--- src/rtl/dcache_flush_unit_pkg.sv ---
// dcache_flush_unit_pkg: shared data-cache geometry constants.
package dcache_flush_unit_pkg;
   localparam int unsigned DCACHE_NUM_SETS  = 256;
   localparam int unsigned DCACHE_NUM_WAYS  = 8;
   localparam int unsigned DCACHE_TAG_WIDTH = 44;
endpackage

--- src/rtl/dcache_flush_unit.sv ---
// dcache_flush_unit: walks every set/way, writes back dirty lines, clears them, then acks once.
// DCACHE_FLUSH_KEEP_VALID_EN: clean-only mode, lines stay valid and only dirty lines are rewritten.
module dcache_flush_unit
   import dcache_flush_unit_pkg::*;
#(
   parameter int unsigned NUM_SETS  = DCACHE_NUM_SETS,
   parameter int unsigned NUM_WAYS  = DCACHE_NUM_WAYS,
   parameter int unsigned TAG_WIDTH = DCACHE_TAG_WIDTH,
   localparam int unsigned SW = $clog2(NUM_SETS),
   localparam int unsigned WW = $clog2(NUM_WAYS)
) (
   input  logic                 clk_i,
   input  logic                 rst_ni,
   input  logic                 flush_i,
   output logic                 flush_ack_o,
   output logic                 busy_o,
   output logic                 meta_req_o,
   input  logic                 meta_gnt_i,
   output logic                 meta_we_o,
   output logic [SW-1:0]        meta_set_o,
   output logic [WW-1:0]        meta_way_o,
   output logic                 meta_wvalid_o,
   input  logic                 meta_rvalid_i,
   input  logic                 meta_valid_i,
   input  logic                 meta_dirty_i,
   input  logic [TAG_WIDTH-1:0] meta_tag_i,
   output logic                 wb_req_o,
   input  logic                 wb_gnt_i,
   output logic [TAG_WIDTH-1:0] wb_tag_o,
   output logic [SW-1:0]        wb_set_o,
   input  logic                 wb_done_i
);
`ifdef DCACHE_FLUSH_KEEP_VALID_EN
   localparam logic KEEP_VALID = 1'b1;
`else
   localparam logic KEEP_VALID = 1'b0;
`endif

   typedef enum logic [2:0] {IDLE, READ, WAIT_META, WRITEBACK, WAIT_WB, CLEAR, NEXT, DONE} state_e;

   state_e               state_q, state_d;
   logic [SW-1:0]        set_q, set_d;
   logic [WW-1:0]        way_q, way_d;
   logic [TAG_WIDTH-1:0] tag_q, tag_d;
   logic                 meta_req_q, meta_we_q, meta_wvalid_q, wb_req_q, busy_q, ack_q;

   always_comb begin
      state_d = state_q;
      set_d   = set_q;
      way_d   = way_q;
      tag_d   = tag_q;
      case (state_q)
         IDLE: if (flush_i) begin
            state_d = READ;
            set_d   = '0;
            way_d   = '0;
         end
         READ:      state_d = meta_gnt_i ? WAIT_META : READ;
         WAIT_META: if (meta_rvalid_i) begin
            if (meta_valid_i && meta_dirty_i) begin
               tag_d   = meta_tag_i;
               state_d = WRITEBACK;
            end else begin
               state_d = (meta_valid_i && !KEEP_VALID) ? CLEAR : NEXT;
            end
         end
         WRITEBACK: state_d = wb_gnt_i ? WAIT_WB : WRITEBACK;
         WAIT_WB:   state_d = wb_done_i ? CLEAR : WAIT_WB;
         CLEAR:     state_d = meta_gnt_i ? NEXT : CLEAR;
         NEXT: if (&set_q && &way_q) begin
            state_d = DONE;
         end else begin
            way_d   = way_q + WW'(1);
            set_d   = &way_q ? set_q + SW'(1) : set_q;
            state_d = READ;
         end
         default:   state_d = IDLE;
      endcase
   end

   // Outputs are registered from the next state so they line up with the state they belong to.
   always_ff @(posedge clk_i) begin
      if (!rst_ni) begin
         state_q       <= IDLE;
         set_q         <= '0;
         way_q         <= '0;
         tag_q         <= '0;
         meta_req_q    <= 1'b0;
         meta_we_q     <= 1'b0;
         meta_wvalid_q <= 1'b0;
         wb_req_q      <= 1'b0;
         busy_q        <= 1'b0;
         ack_q         <= 1'b0;
      end else begin
         state_q       <= state_d;
         set_q         <= set_d;
         way_q         <= way_d;
         tag_q         <= tag_d;
         meta_req_q    <= state_d == READ || state_d == CLEAR;
         meta_we_q     <= state_d == CLEAR;
         meta_wvalid_q <= KEEP_VALID && state_d == CLEAR;
         wb_req_q      <= state_d == WRITEBACK;
         busy_q        <= state_d != IDLE;
         ack_q         <= state_d == DONE;
      end
   end

   assign flush_ack_o   = ack_q;
   assign busy_o        = busy_q;
   assign meta_req_o    = meta_req_q;
   assign meta_we_o     = meta_we_q;
   assign meta_wvalid_o = meta_wvalid_q;
   assign meta_set_o    = set_q;
   assign meta_way_o    = way_q;
   assign wb_req_o      = wb_req_q;
   assign wb_tag_o      = tag_q;
   assign wb_set_o      = set_q;
endmodule

--- config.mk ---
export PLATFORM = sky130hd
export DESIGN_NAME = dcache_flush_unit
export DESIGN_NICKNAME = d
export VERILOG_FILES = /design/src/rtl/dcache_flush_unit_pkg.sv /design/src/rtl/dcache_flush_unit.sv
export SDC_FILE = /design/constraint.sdc
export NUM_CORES = 1
export LEC_CHECK = 0
export ABC_CLOCK_PERIOD_IN_PS = 2050
export BUFFER_PORTS_ARGS = -buffer_cell sky130_fd_sc_hd__buf_2
export CAP_MARGIN = 25
export CORE_MARGIN = 4
export CORE_UTILIZATION = 47
export DETAILED_ROUTE_END_ITERATION = 16
export PLACE_DENSITY_LB_ADDON = 0.2
export SETUP_SLACK_MARGIN = 0.3
export SLEW_MARGIN = 20
export SYNTH_ARGS = -nofsm -noshare
export SYNTH_HDL_FRONTEND = slang
export SYNTH_SLANG_ARGS = --single-unit
--- constraint.sdc ---
create_clock -name clk_i -period 2.05 [get_ports clk_i]
set_input_delay 0.41 -clock clk_i [delete_from_list [all_inputs] [get_ports clk_i]]
set_output_delay 0.41 -clock clk_i [all_outputs]
set_load 0.02 [all_outputs]
After elaboration in Yosys (flattened, before gate mapping). Index checks and enable logic that the tools add are counted.

RAM bits: 0. Register bits: 63. Input port bits: 53. Logic and storage cells: 52. Bits in read-only memories: 0. Output and inout port bits: 69. Bits in latches: 0. Memories: 0.

Bitwise logic cells: 0. Add/subtract/negate cells: 2. Equal/unequal tests: 13. Reduce and logical (&&, ||, !) cells: 11. Shifts and indexed selects: 0. Div/mod/pow operators: 0. Multiplexer cells: 17. Magnitude comparators: 0. $mul: 0.

Operators by type and width (number): $mux 8 (3); $mux 3 (7); $pmux 3 s7 (1); $pmux 8 s2 (1); $eq 3x3->1 const B (5); $eq 3x2->1 const B (3); $reduce_and 3->1 (3); $add 8x1->8 const B (1); $reduce_and 8->1 (1); $eq 3x1->1 const B (2); $mux 2 (3); $ne 2x2->1 const B (3); $pmux 3 s2 (1); $reduce_and 4->1 (1); $add 3x1->3 const B (1); $logic_not 3->1 (1); $reduce_bool 3->1 (1); $logic_and 1x1->1 (2); $reduce_bool 2->1 (1); $logic_or 1x1->1 (1); $mux 1 (1).

Depth between registers and ports, before layout.
Depth in word-level cells: 6. Gate-level depth with buffers: 7. Gate-level depth less buffers: 6.

Worst setup path after synthesis. No wires, ideal clock.

Path type: flip-flop to flip-flop. Start point: reg way_q[0] (netlist: meta_way_o[0]). End point: reg wb_req_q (netlist: wb_req_o). Setup slack: 0.260 ns. Data arrival time: 1.675 ns. Path buffers: 0. Setup time: 0.116 ns. Required time: 1.934 ns. Stages on the path, launching flop included: 7. Period minus slack after synthesis: 1.790 ns. Path through: dfxtp_1 -> ha_1 -> ha_1 -> nand4b_1 -> or3_1 -> and2_1 -> and3_1.

Cells in the longest elaborated chain, start to end: 5.

Ends and longest elaborated chain: from (decl) (line dcache_flush_unit.sv:43) `logic [WW-1:0] way_q, way_d;`; from (signal assigned) (line dcache_flush_unit.sv:97) `way_q <= way_d;`; $reduce_and 3->1 (line dcache_flush_unit.sv:70) `NEXT: if (&set_q && &way_q) begin`; $logic_and 1x1->1 (line dcache_flush_unit.sv:70); $mux 3 (line dcache_flush_unit.sv:70); $pmux 3 s7 (line dcache_flush_unit.sv:52) `case (state_q)`; $eq 3x2->1 (line dcache_flush_unit.sv:102) `wb_req_q <= state_d == WRITEBACK;`; to (signal assigned) (line dcache_flush_unit.sv:91) `wb_req_q <= 1'b0;`; to (signal assigned) (line dcache_flush_unit.sv:102); to (decl) (line dcache_flush_unit.sv:45) `logic meta_req_q, meta_we_q, meta_wvalid_q, wb_req_q, busy_q, ack_q;`.

No other way between the ends. A chain may end at the register's enable or synchronous reset.

Worst setup path in the final report.
Start point: reg state_q[0]. End point: reg wb_req_q (netlist: wb_req_o).

Cells in the longest elaborated chain, start to end: 3. Elaborated cells between the ends (all ways): 11.

Ends and longest elaborated chain: from (decl) (line dcache_flush_unit.sv:41) `state_e state_q, state_d;`; from (signal assigned) (line dcache_flush_unit.sv:95) `state_q <= state_d;`; $eq 3x3->1, or another cell as far along (line dcache_flush_unit.sv:52); $pmux 3 s7 (*) (line dcache_flush_unit.sv:52); $eq 3x2->1 (*) (line dcache_flush_unit.sv:102).

Mark *: on every way between the ends. The rest lies on a longest branch, timed or not.

==> results.py <==
metrics = {
    "floorplan": {
        "io_pins": 122,
        "core-area_um2": 5570,
        "die_h_um": 84.1,
        "die_area_um2": 7070,
        "num_rows": 27,
        "start_util_pct": 48.8,
        "die_w_um": 84.1,
    },
    "final_layout": {
        "drive_above_1_share_pct": 39.5,
        "multi_input_area_um2": 1310,
        "finish.utilization_pct": 64.7,
        "seq_area_um2": 1270,
        "nFillCells": 501,
        "syn2layout_area_growth_pct": 32.6,
        "num-nets-final": 486,
        "diodes": 0,
    },
    "clock_network": {
        "htree_levels": 3,
        "clk_pin_slew_ns": 0.07,
        "cts_buffers": 9,
        "clk_latency_ns": 0.33,
        "cts_sinks": 63,
        "cts_root_buf": "clkbuf_8",
        "cts_tree": "yes",
        "clockBufferDepth": 2,
    },
    "synthesis": {
        "synth-seq-cells": 63,
        "synth-compound-area-share_pct": 19.6,
        "synth_fp_nets": 372,
        "synth_top_flop_cell": "dfxtp_1",
        "synthAdderAreaFrac_pct": 1.38,
        "synth_edf_count": 0,
        "synth_top_family_by_area": "simple AND/OR/NAND/NOR gates",
        "synth_seq_area_share_pct": 46.3,
        "synthMuxAreaShare_pct": 1.10,
        "synth_cells": 316,
        "syn_avg_cell_area_um2": 8.61,
        "syn_area_um2": 2720,
        "synth_xor_area_share_pct": 0,
        "yosys_warnings": 0,
        "synth-simple-area-share_pct": 24.7,
        "synth.distinct_cells": 43,
        "synth-async-reset-ratio_pct": 0,
    },
    "setup_path": {
        "crit_path_cell_trace": "and4bb_2 > and2_1 > o311ai_4 > inv_1 > and3_1",
        "cp_top_family": "simple AND/OR/NAND/NOR gates",
        "crit_slowest_cell": "dfxtp_2",
        "rr_worst_depth": 5,
        "critPathArrivalTime_ns": 1.89,
        "timing.rr.start": "state_q[0]",
        "critPathMaxStageDelay_ns": 0.44,
        "worstPathMaxFanout": 14,
        "worst_ep_required_time_ns": 2.28,
        "start_kind": "register",
        "path_buf_inv": 1,
        "reg2reg_setup_slack_ns": 0.39,
        "r2r-end": "wb_req_o",
        "startpoint": "state_q[0]",
        "critPathKind": "register to register",
        "crit_cells": 5,
        "crit_path_end_kind": "register",
    },
    "power": {
        "leakagePower_nw": 1.61,
        "cellPowerDensity_nw_per_um2": 700,
        "ir_drop_uv": 676,
    },
    "min_path": {
        "min_path_type": "primary input to register",
        "whs_endpoint": "wb_tag_o[41]",
        "worst_hold_startpoint": "meta_tag_i[41]",
        "hold_path_depth": 3,
    },
    "drt": {
        "dr.pass1.iters": 4,
        "via_per_inst": 4.96,
        "drt_iter0_drc": 74,
        "ant_nets": 0,
        "num_vias": 2515,
        "route.detailed.drc": 0,
        "wirelength_um": 6640,
        "routedWlPerCell_um": 13.1,
    },
    "timing": {
        "setup_viol": 0,
        "finClkSkew_ns": 0.00691,
        "rsz0062_at_grt": "no",
        "timing.fmax_mhz": 601,
        "finalHoldViolCount": 0,
        "min_period_ns": 1.66,
        "period_share_pct": 81.1,
        "setup_ws_ns": 0.387,
        "drv_slew": 0,
        "setup_tns_ns": 0,
    },
    "run_status": {
        "status": "finished, final reports clean",
    },
    "global_routing": {
        "grt_max_degree": 45,
        "grt_use_met3_pct": 5.33,
        "grt_pass1_wl_um": 10500,
        "grt-ovfl-total": 0,
        "top_usage_layer": "met2",
        "grt_use_met2_pct": 29.9,
        "groute.usage.overall_pct": 18.0,
        "met1_usage_pct": 21.8,
        "grt_antenna_before_repair": 0,
        "grt_pass1_vias": 2270,
    },
    "placed_design": {
        "dp_slack_ns": 0.292,
        "gp_congestion": 0.770,
        "io_buffers": 120,
        "hpwl_um": 4570,
    },
    "run": {
        "max_cap_violations": 0,
    },
}
metal layers:
layer | vias to the layer above | wire, um
met3 | 8 | 465
li1 | 1291 | -
met2 | 76 | 3210
met5 | - | 0
met1 | 1140 | 2870
met4 | 0 | 89
registers in the layout, indices dropped and copies added, names as in the netlist:
register and flops:
busy_o 1, flush_ack_o 1, meta_req_o 1, meta_set_o 8, meta_way_o 3, meta_we_o 1, state_q 3, wb_req_o 1
wb_tag_o 44
report_power, final:
part           internal, mW  switching (mW)  leakage [nW]
combinational        0.0980           0.104          1.00
clock                 0.588           0.476        0.0981
sequential             1.24          0.0174         0.513
total                  1.93           0.597          1.61
cells by family after synthesis:
family                     count (synthesis)
other                                      1
muxes                                      3
AOI/OAI and AO/OA                         69
DFF                                       63
and+or+nand+nor                          144
buffers and inverters                     33
adders and majority gates                  3
cell type report:
cell class / instances / area share, %
multi-input combinational: 220 / 36.4
tap: 72 / 2.50
timing repair buffer: 132 / 19.9
clock buffer: 10 / 3.81
clock inverter: 6 / 1.66
sequential: 63 / 35.3
inverter: 4 / 0.416
worst reg2reg max path: cells and delay by family (launching register included):
kind | cells | cell delay, ns
DFF | 1 | 0.44
and+or+nand+nor | 3 | 0.64
buffers and inverters | 1 | 0.11
AOI/OAI and AO/OA | 1 | 0.36
synthesized netlist by cell type (2+ instances only):
| cell | number | area share, % |
|---|---|---|
| a2111o_1 | 2 | 0.83 |
| a211oi_2 | 2 | 0.92 |
| a21boi_0 | 44 | 12 |
| a21o_1 | 2 | 0.55 |
| a21oi_1 | 3 | 0.55 |
| a22oi_1 | 2 | 0.55 |
| and2_1 | 2 | 0.46 |
| and3_1 | 6 | 1.4 |
| and4b_1 | 2 | 0.74 |
| buf_2 | 8 | 1.5 |
| buf_4 | 9 | 2.5 |
| buf_6 | 2 | 0.83 |
| clkbuf_1 | 10 | 1.4 |
| dfxtp_1 | 63 | 46 |
| ha_1 | 3 | 1.4 |
| inv_1 | 4 | 0.55 |
| mux2i_1 | 3 | 1.1 |
| nand2_1 | 96 | 13 |
| nand3_1 | 11 | 2.0 |
| nand4_1 | 2 | 0.46 |
| nor2_1 | 4 | 0.55 |
| nor2b_1 | 5 | 1.1 |
| nor3b_1 | 3 | 0.83 |
| o2111ai_1 | 2 | 0.64 |
| o21a_1 | 2 | 0.55 |
| o21ai_0 | 4 | 0.74 |
| o32ai_1 | 2 | 0.64 |
| or2_2 | 2 | 0.46 |
| or3_1 | 2 | 0.46 |
layout by cell type (no fill, tap or decap), drive strengths merged, types with 3 or more instances in the layout:
master and count:
a21boi 44, a21oi 3, and3 6, buf 131
clkbuf 10, clkinv 3, dfxtp 63, ha 3
inv 4, mux2i 3, nand2 96, nand3 11
nor2 4, nor2b 5, nor3b 3, o21ai 4
per-stage QoR:
step,area [um2],cells,hold WS (ns),power (mW)
floorplan,2720,316,0.541,1.40
global placement,3320,485,0.446,1.48
detailed placement,3320,485,0.453,1.48
CTS,3520,501,0.309,2.54
global route,3610,507,0.314,2.62
finish,3610,507,0.316,2.52
worst max-delay path by stage:
stage / to
4_1_cts: wb_req_o
5_1_grt: wb_req_o
6_report: wb_req_o
3_5_place_dp: wb_req_o
3_3_place_gp: wb_req_o
2_1_floorplan: wb_req_o
timing repair:
action                     4_1_cts  5_1_grt
gates resized for setup          2       14
cloned                           0        1
pin swaps                        0        4
hold buffers                     0        0
setup endpoints to repair        2       33
buffers inserted                 0        5
Note: power is estimated with default switching activity, not from simulation.
